[src/rtl/fetch_pc_ctrl.sv]
// fetch_pc_ctrl: PC register and fetch-request controller with redirect, stall and misaligned-target trap.
// Optional perf counters are enabled by defining FETCH_PC_PERF_EN.
module fetch_pc_ctrl #(
    parameter int XLEN = 32,
    parameter logic [XLEN-1:0] RESET_PC = '0
) (
    input  logic            clk,
    input  logic            reset_n,
    input  logic [XLEN-1:0] seq_pc,
    output logic [XLEN-1:0] pc,
    output logic            fetch_valid,
    input  logic            fetch_ready,
    input  logic            stall,
    input  logic            redirect_valid,
    input  logic [XLEN-1:0] redirect_target,
    output logic            trap_valid,
    output logic [XLEN-1:0] trap_addr
`ifdef FETCH_PC_PERF_EN
    ,
    output logic [31:0]     perf_fetch_cnt,
    output logic [31:0]     perf_stall_cnt
`endif
);
    typedef enum logic [1:0] {BOOT, FETCH, HALT} state_t;
    state_t          state_q, state_d;
    logic [XLEN-1:0] pc_q, pc_d, trap_addr_q, trap_addr_d;
    logic            trap_valid_q, trap_valid_d;
    logic            redir_ok, redir_bad, handshake;
    assign redir_ok  = redirect_valid && (redirect_target[1:0] == 2'b00);
    assign redir_bad = redirect_valid && (redirect_target[1:0] != 2'b00);
    assign fetch_valid = (state_q == FETCH) && !stall;
    assign handshake = fetch_valid && fetch_ready;
    assign pc = pc_q;
    assign trap_valid = trap_valid_q;
    assign trap_addr = trap_addr_q;
    always_comb begin
        state_d      = state_q;
        pc_d         = pc_q;
        trap_valid_d = 1'b0;
        trap_addr_d  = trap_addr_q;
        if (state_q == BOOT) begin
            state_d = FETCH;
        end else if (redir_ok) begin
            pc_d    = redirect_target;
            state_d = FETCH;
        end else if (redir_bad) begin
            trap_valid_d = 1'b1;
            trap_addr_d  = redirect_target;
            state_d      = HALT;
        end else if (handshake) begin
            pc_d = seq_pc;
        end
    end
    always_ff @(posedge clk) begin
        if (!reset_n) begin
            state_q      <= BOOT;
            pc_q         <= RESET_PC;
            trap_valid_q <= 1'b0;
            trap_addr_q  <= '0;
        end else begin
            state_q      <= state_d;
            pc_q         <= pc_d;
            trap_valid_q <= trap_valid_d;
            trap_addr_q  <= trap_addr_d;
        end
    end
`ifdef FETCH_PC_PERF_EN
    logic [31:0] fetch_cnt_q, stall_cnt_q;
    always_ff @(posedge clk) begin
        if (!reset_n) begin
            fetch_cnt_q <= '0;
            stall_cnt_q <= '0;
        end else begin
            fetch_cnt_q <= fetch_cnt_q + {31'd0, handshake};
            stall_cnt_q <= stall_cnt_q + {31'd0, (state_q == FETCH) && stall};
        end
    end
    assign perf_fetch_cnt = fetch_cnt_q;
    assign perf_stall_cnt = stall_cnt_q;
`else
    // Counters omitted; core behaviour is unchanged.
`endif
endmodule
[config.mk]
export PLATFORM = sky130hd
export DESIGN_NAME = fetch_pc_ctrl
export DESIGN_NICKNAME = d
export VERILOG_FILES = /design/src/rtl/fetch_pc_ctrl.sv
export SDC_FILE = /design/constraint.sdc
export NUM_CORES = 1
export LEC_CHECK = 0
export ABC_CLOCK_PERIOD_IN_PS = 1900
export CAP_MARGIN = 20
export CORE_ASPECT_RATIO = 1.2
export CORE_UTILIZATION = 40
export CTS_CLUSTER_DIAMETER = 30
export DETAILED_ROUTE_END_ITERATION = 6
export PLACE_DENSITY = 0.82
export SYNTH_ARGS = -nofsm -noshare
export SYNTH_HDL_FRONTEND = slang
export SYNTH_SLANG_ARGS = --single-unit
[constraint.sdc]
create_clock -name clk -period 1.9 [get_ports clk]
set_input_delay 0.38 -clock clk [delete_from_list [all_inputs] [get_ports clk]]
set_output_delay 0.38 -clock clk [all_outputs]
set_load 0.03 [all_outputs]
==> flow_summary.json, run 1 <==
{
  "route.detailed.vias_per_inst": 5.50,
  "power.density_cell_area_nw_per_um2": 739,
  "grt_antenna_before_repair": 0,
  "sequential_cell_area_in_the_final_layout_sq_um": 1340,
  "synth_area_sq_um": 3410,
  "place.detailed.hpwl_um": 7250,
  "num_vias": 3432,
  "finalSetupViolations": 0,
  "ys_async_sr_fraction": 0,
  "grt_pass1_wl_um": 16400,
  "synth_nets": 442,
  "crit_arrival_ns": 2.11,
  "synth.ff_latch_count": 67,
  "timing.reg2reg.setup_slack_ns": 0.32,
  "rsz0062_at_grt": "no",
  "post_synth_most_frequent_cells": "67 x sky130_fd_sc_hd__dfxtp_1, 66 x sky130_fd_sc_hd__nand2_1, 34 x sky130_fd_sc_hd__a21oi_1, 32 x sky130_fd_sc_hd__mux2i_1",
  "clk_pin_slew_worst_paths_ns": 0.07,
  "design.die.area_sq_um": 8890,
  "netlist_instances": 373,
  "maxSlewViolCount": 0,
  "synth_top_cell_area_share": 0.394,
  "synth_top_flop_cell": "sky130_fd_sc_hd__dfxtp_1",
  "ir_worst_vdd_uv": 378,
  "holdBufCountCts": 0,
  "drc": 0,
  "std_cell_rows": 36,
  "synth.largest_area_cell": "sky130_fd_sc_hd__dfxtp_1",
  "grt_start_max_net_pins": 35,
  "synthMostInstantiatedCell": "sky130_fd_sc_hd__dfxtp_1",
  "cts_htree_levels": 3,
  "max-cap-violations": 0,
  "synth-edff-count": 0,
  "area_taken_by_multi_input_logic_gates_sq_um": 1880,
  "start_util": 0.415,
  "detail_route.wl_per_cell_um": 16.7,
  "grtUsageTotal": 0.238,
  "tcrit_tclk_final": 0.992,
  "syn-mean-instance-area_sq_um": 9.13,
  "timing.final.crit_period_ns": 1.88,
  "clock-skew-final_ns": 0.00565,
  "detail_route.wirelength_um": 10400,
  "ys_seq_area_frac": 0.394,
  "area.growth.synth_to_final_pct": 52.9,
  "timing.critical_path.from_type": "input pin",
  "clock_tree.root_cell": "sky130_fd_sc_hd__clkbuf_8",
  "least_margin_pin_slew_ns": 0.364,
  "place.gp.congestion": 0.735,
  "totalPowerFinal_mw": 3.85,
  "floorplan.core_area_sq_um": 8200,
  "max_clock_freq_mhz": 531,
  "post_placement_cell_count": 609,
  "run_status": "finished clean",
  "final.hold.worst_slack_ns": 0.455,
  "antenna-diode-count": 0,
  "path_max_fanout": 34,
  "netlist-cell-type-count": 28,
  "drt.antenna.violating_nets": 0,
  "drtPass1Iterations": 4,
  "total_leakage_power_nw": 1.94,
  "finalNetCount": 575,
  "clk_latency_ns": 0.33,
  "io_buffers": 134,
  "worst-endpoint-required_ns": 2.12,
  "cts_inserted_buffers": 9,
  "cts_tree": "yes",
  "preCtsSetupSlack_ns": -0.320,
  "drive_above_1_share": 0.159,
  "hold_viol_final": 0,
  "io-pin-count": 135,
  "timing.hold.worst.class": "reg -> reg",
  "tritoncts_num_sinks": 67,
  "post_synth_main_area_contributors": "sky130_fd_sc_hd__dfxtp_1 39%, sky130_fd_sc_hd__a2111oi_2 12%, sky130_fd_sc_hd__mux2i_1 9.4%",
  "drt_iter0_drc": 144,
  "first_global_vias": 3431,
  "final_cell_count_no_fill": 624,
  "timing_worst_setup_path_type": "in -> reg",
  "grt-ovfl-total": 0,
  "post-route-util": 0.635,
  "max-slew-margin-rel": 0.757,
  "die_y_um": 103,
  "postLayoutSetupSlackWorst_ns": 0.0158,
  "end_kind": "flip-flop",
  "synth-warning-count": 0,
  "fill_cells": 730,
  "die_x_um": 86.2,
  "ctsLongestPathBuffers": 2
}
## routing by layer
metal	vias up	global-route usage	share of wire
met5	-	0	0
li1	1645	-	-
met2	108	0.437	0.53
met4	0	0.0859	0.015
met3	13	0.0568	0.055
met1	1666	0.267	0.40
## final cells by class
cell class                      instances  share of cell area
Clock buffer                           10              0.0264
Sequential cell                        67               0.258
Tap cell                              114              0.0274
Multi-Input combinational cell        266               0.361
Timing Repair Buffer                  161               0.317
Inverter                                1            0.000721
Clock inverter                          5              0.0103
## logic make-up after synthesis
kind of cell           count (synthesis)  synth area share
DFF                                   67             0.394
AOI/OAI and AO/OA                     98             0.257
and+or+nand+nor                      135             0.188
muxes                                 33            0.0974
buffers and inverters                 40            0.0632
## per-stage QoR
step                setup TNS [ns]  cell area (sq um)
floorplan                        0               3410
global placement             -6.64               5010
detailed placement           -7.85               5010
CTS                              0               5200
global route                     0               5210
finish                           0               5210
## worst max-delay path, stage by stage
cell and delay, ns:
sky130_fd_sc_hd__clkdlybuf4s50_1 0.41, sky130_fd_sc_hd__or3b_2 0.50, sky130_fd_sc_hd__buf_12 0.22, sky130_fd_sc_hd__mux2i_1 0.17, sky130_fd_sc_hd__a2111oi_2 0.41
## layout by cell type, fill, tap and decap left out, drive strengths merged
master	instances
mux2i	32
o32ai	17
dfxtp	67
nand2b	30
a21oi	34
nand2	66
nor3	30
or2	1
inv	1
o211a	1
clkdlybuf4s50	132
bufinv	1
nor3b	1
nor2	3
buf	29
nand3	2
or3b	1
clkbuf	10
clkinv	4
mux2	1
o221ai	1
and4bb	1
o22ai	13
o221a	1
a2111oi	30
o21ai	1
## state kept, by name (all words and copies together) (netlist names)
name and cells:
trap_valid 1, pc 32, trap_addr 32, state_q 2
## power breakdown
group	leakage (nW)	total, mW	switching [mW]	internal (mW)
clock network	0.102	1.17	0.537	0.630
registers	0.547	1.56	0.0667	1.49
logic	1.29	1.12	0.591	0.529
## what timing repair did
item	CTS	global route
buffers inserted	0	0
resized for setup	0	1
setup endpoints to repair	0	3
## worst paths after layout
path,start,to,cells after the start
setup reg to reg,state_q[0],pc[30],5
hold reg to reg,trap_addr[10],trap_addr[10],2
hold / removal,trap_addr[10],trap_addr[10],2
setup / recovery,redirect_target[0],pc[24],5
(Power assumes the default switching activity.)
==> run 2: changes to the inputs <==
--- a/config.mk
+++ b/config.mk
@@ -11,7 +11,7 @@
 export CORE_UTILIZATION = 40
 export CTS_CLUSTER_DIAMETER = 30
 export DETAILED_ROUTE_END_ITERATION = 6
-export PLACE_DENSITY = 0.82
+export PLACE_DENSITY = 0.83
 export SYNTH_ARGS = -nofsm -noshare
 export SYNTH_HDL_FRONTEND = slang
 export SYNTH_SLANG_ARGS = --single-unit
==> flow_summary.json, run 2 (synthesized netlist as in run 1, its figures left out) <==
{
  "run_status": "finished clean",
  "least_margin_pin_slew_ns": 0.373,
  "final_common_cell": "sky130_fd_sc_hd__clkdlybuf4s50_1",
  "area.growth.synth_to_final_pct": 52.3,
  "end_kind": "output port",
  "final.hold.worst_slack_ns": 0.453,
  "clock_tree.root_cell": "sky130_fd_sc_hd__clkbuf_8",
  "detail_route.wl_per_cell_um": 16.6,
  "worstHoldEndpoint": "trap_addr[11]",
  "power.combinational.fraction": 0.269,
  "drc": 0,
  "timing.final.crit_period_ns": 1.83,
  "net_sw_power_mw": 1.25,
  "path_max_fanout": 4,
  "place.detailed.hpwl_um": 7140,
  "hold_depth": 2,
  "cp_startpoint": "pc[6]",
  "route.detailed.vias_per_inst": 5.48,
  "clk_latency_ns": 0.34,
  "mostFrequentLayoutCells": "132 x sky130_fd_sc_hd__clkdlybuf4s50_1, 67 x sky130_fd_sc_hd__dfxtp_1, 66 x sky130_fd_sc_hd__nand2_1",
  "placed_cell_area_sq_um": 4950,
  "max-cap-violations": 0,
  "floorplan.core_area_sq_um": 8200,
  "r2r_start": "state_q[0]",
  "switching_share": 0.307,
  "post-route-cell-area_sq_um": 5190,
  "grt-ovfl-total": 0,
  "clock_power_frac": 0.348,
  "drive_above_1_share": 0.154,
  "worst-endpoint-required_ns": 1.52,
  "critical_path_buf_inv_count": 1,
  "die_x_um": 86.2,
  "finalSetupViolations": 0,
  "grt_antenna_before_repair": 0,
  "critical_path.cell_chain": "clkdlybuf4s50_1",
  "post-route-util": 0.633,
  "ir_worst_vdd_uv": 497,
  "crit_arrival_ns": 1.45,
  "r2r_end": "pc[3]",
  "io_buffers": 134,
  "timing_worst_setup_path_type": "reg -> out",
  "start_util": 0.415,
  "drt_iter0_drc": 121,
  "worst_r2r_path_depth": 5,
  "die_y_um": 103,
  "grtUsageTotal": 0.236,
  "grt_pass1_wl_um": 16500,
  "max-slew-margin-rel": 0.751,
  "design.die.area_sq_um": 8890,
  "rsz0062_at_grt": "no",
  "power.density_cell_area_nw_per_um2": 785,
  "std_cell_rows": 36,
  "antenna-diode-count": 0,
  "clock-skew-final_ns": 0.00801,
  "timing.hold.worst.class": "reg -> reg",
  "holdBufCountCts": 0,
  "hold_path_startpoint": "trap_addr[11]",
  "tritoncts_num_sinks": 67,
  "grt_start_max_net_pins": 37,
  "drtPass1Iterations": 4,
  "hold_viol_final": 0,
  "timing.critical_path.from_type": "flip-flop",
  "num_vias": 3408,
  "post_placement_cell_count": 606,
  "cts_tree": "yes",
  "critical-path-max-stage-delay_ns": 0.71,
  "critical_path_cell_count": 1,
  "cts_inserted_buffers": 9,
  "critPathTopFamily": "buffers and inverters",
  "final_cell_count_no_fill": 622,
  "drt.antenna.violating_nets": 0,
  "ctsLongestPathBuffers": 2,
  "cts_htree_levels": 3,
  "timing.reg2reg.setup_slack_ns": 0.35,
  "detail_route.wirelength_um": 10300,
  "ctsResizeCount": 0,
  "first_global_vias": 3423,
  "internal_power_mw": 2.82,
  "cts_setup_buffers": 0,
  "io-pin-count": 135,
  "place.gp.congestion": 0.753,
  "maxSlewViolCount": 0,
  "clk_pin_slew_worst_paths_ns": 0.08,
  "seq_power_share": 0.383,
  "max_clock_freq_mhz": 547,
  "total_leakage_power_nw": 1.92,
  "tcrit_tclk_final": 0.962,
  "timing.critical_path.slowest_stage_cell": "sky130_fd_sc_hd__clkdlybuf4s50_1",
  "finalNetCount": 572
}
-- run 2: cell types whose count changed in the layout (fill, tap and decap cells not counted), sizes merged --
cell	change
clkbuf	+1
clkinvlp	+2
buf	-3
inv	+1
bufinv	+1
clkinv	-4
-- run 2: power groups by stage --
| stage | Combinational, mW | Clock (mW) | Sequential, mW |
|---|---|---|---|
| after global routing | 1.17 | 1.50 | 1.57 |
| final | 1.10 | 1.42 | 1.56 |
| after CTS | 1.10 | 1.43 | 1.56 |
| after detailed placement | 1.10 | 0 | 1.59 |
| after floorplan | 0.468 | 0 | 1.75 |
| after global placement | 1.07 | 0 | 1.58 |
-- run 2: layer usage --
layer  part of all wire  vias to the layer above  GRT usage
li1                   -                     1638          -
met2               0.52                      107      0.421
met3              0.050                       21     0.0520
met4              0.022                        0      0.103
met1               0.41                     1642      0.272
met5                  0                        -          0
-- run 2: area by class of cell --
cell class | instances | area [sq um]
fill | 710 | 3010
tap | 114 | 143
multi-input combinational | 266 | 1870
sequential | 67 | 1340
clock inverter | 5 | 83.8
timing repair buffer | 158 | 1590
clock buffer | 11 | 151
inverter | 1 | 3.75
-- run 2: worst max path at each step --
stage,endpoint
global route,pc[17]
global placement,pc[17]
detailed placement,pc[8]
floorplan,fetch_valid
finish,pc[6]
CTS,pc[6]
-- run 2: metrics by stage --
step | TNS [ns] | power (mW) | worst slack [ns]
global placement | -6.74 | 2.65 | -0.250
detailed placement | -7.53 | 2.69 | -0.291
floorplan | 0 | 2.21 | 0.202
finish | 0 | 4.07 | 0.0726
CTS | 0 | 4.09 | 0.0605
global route | 0 | 4.24 | 0.00395
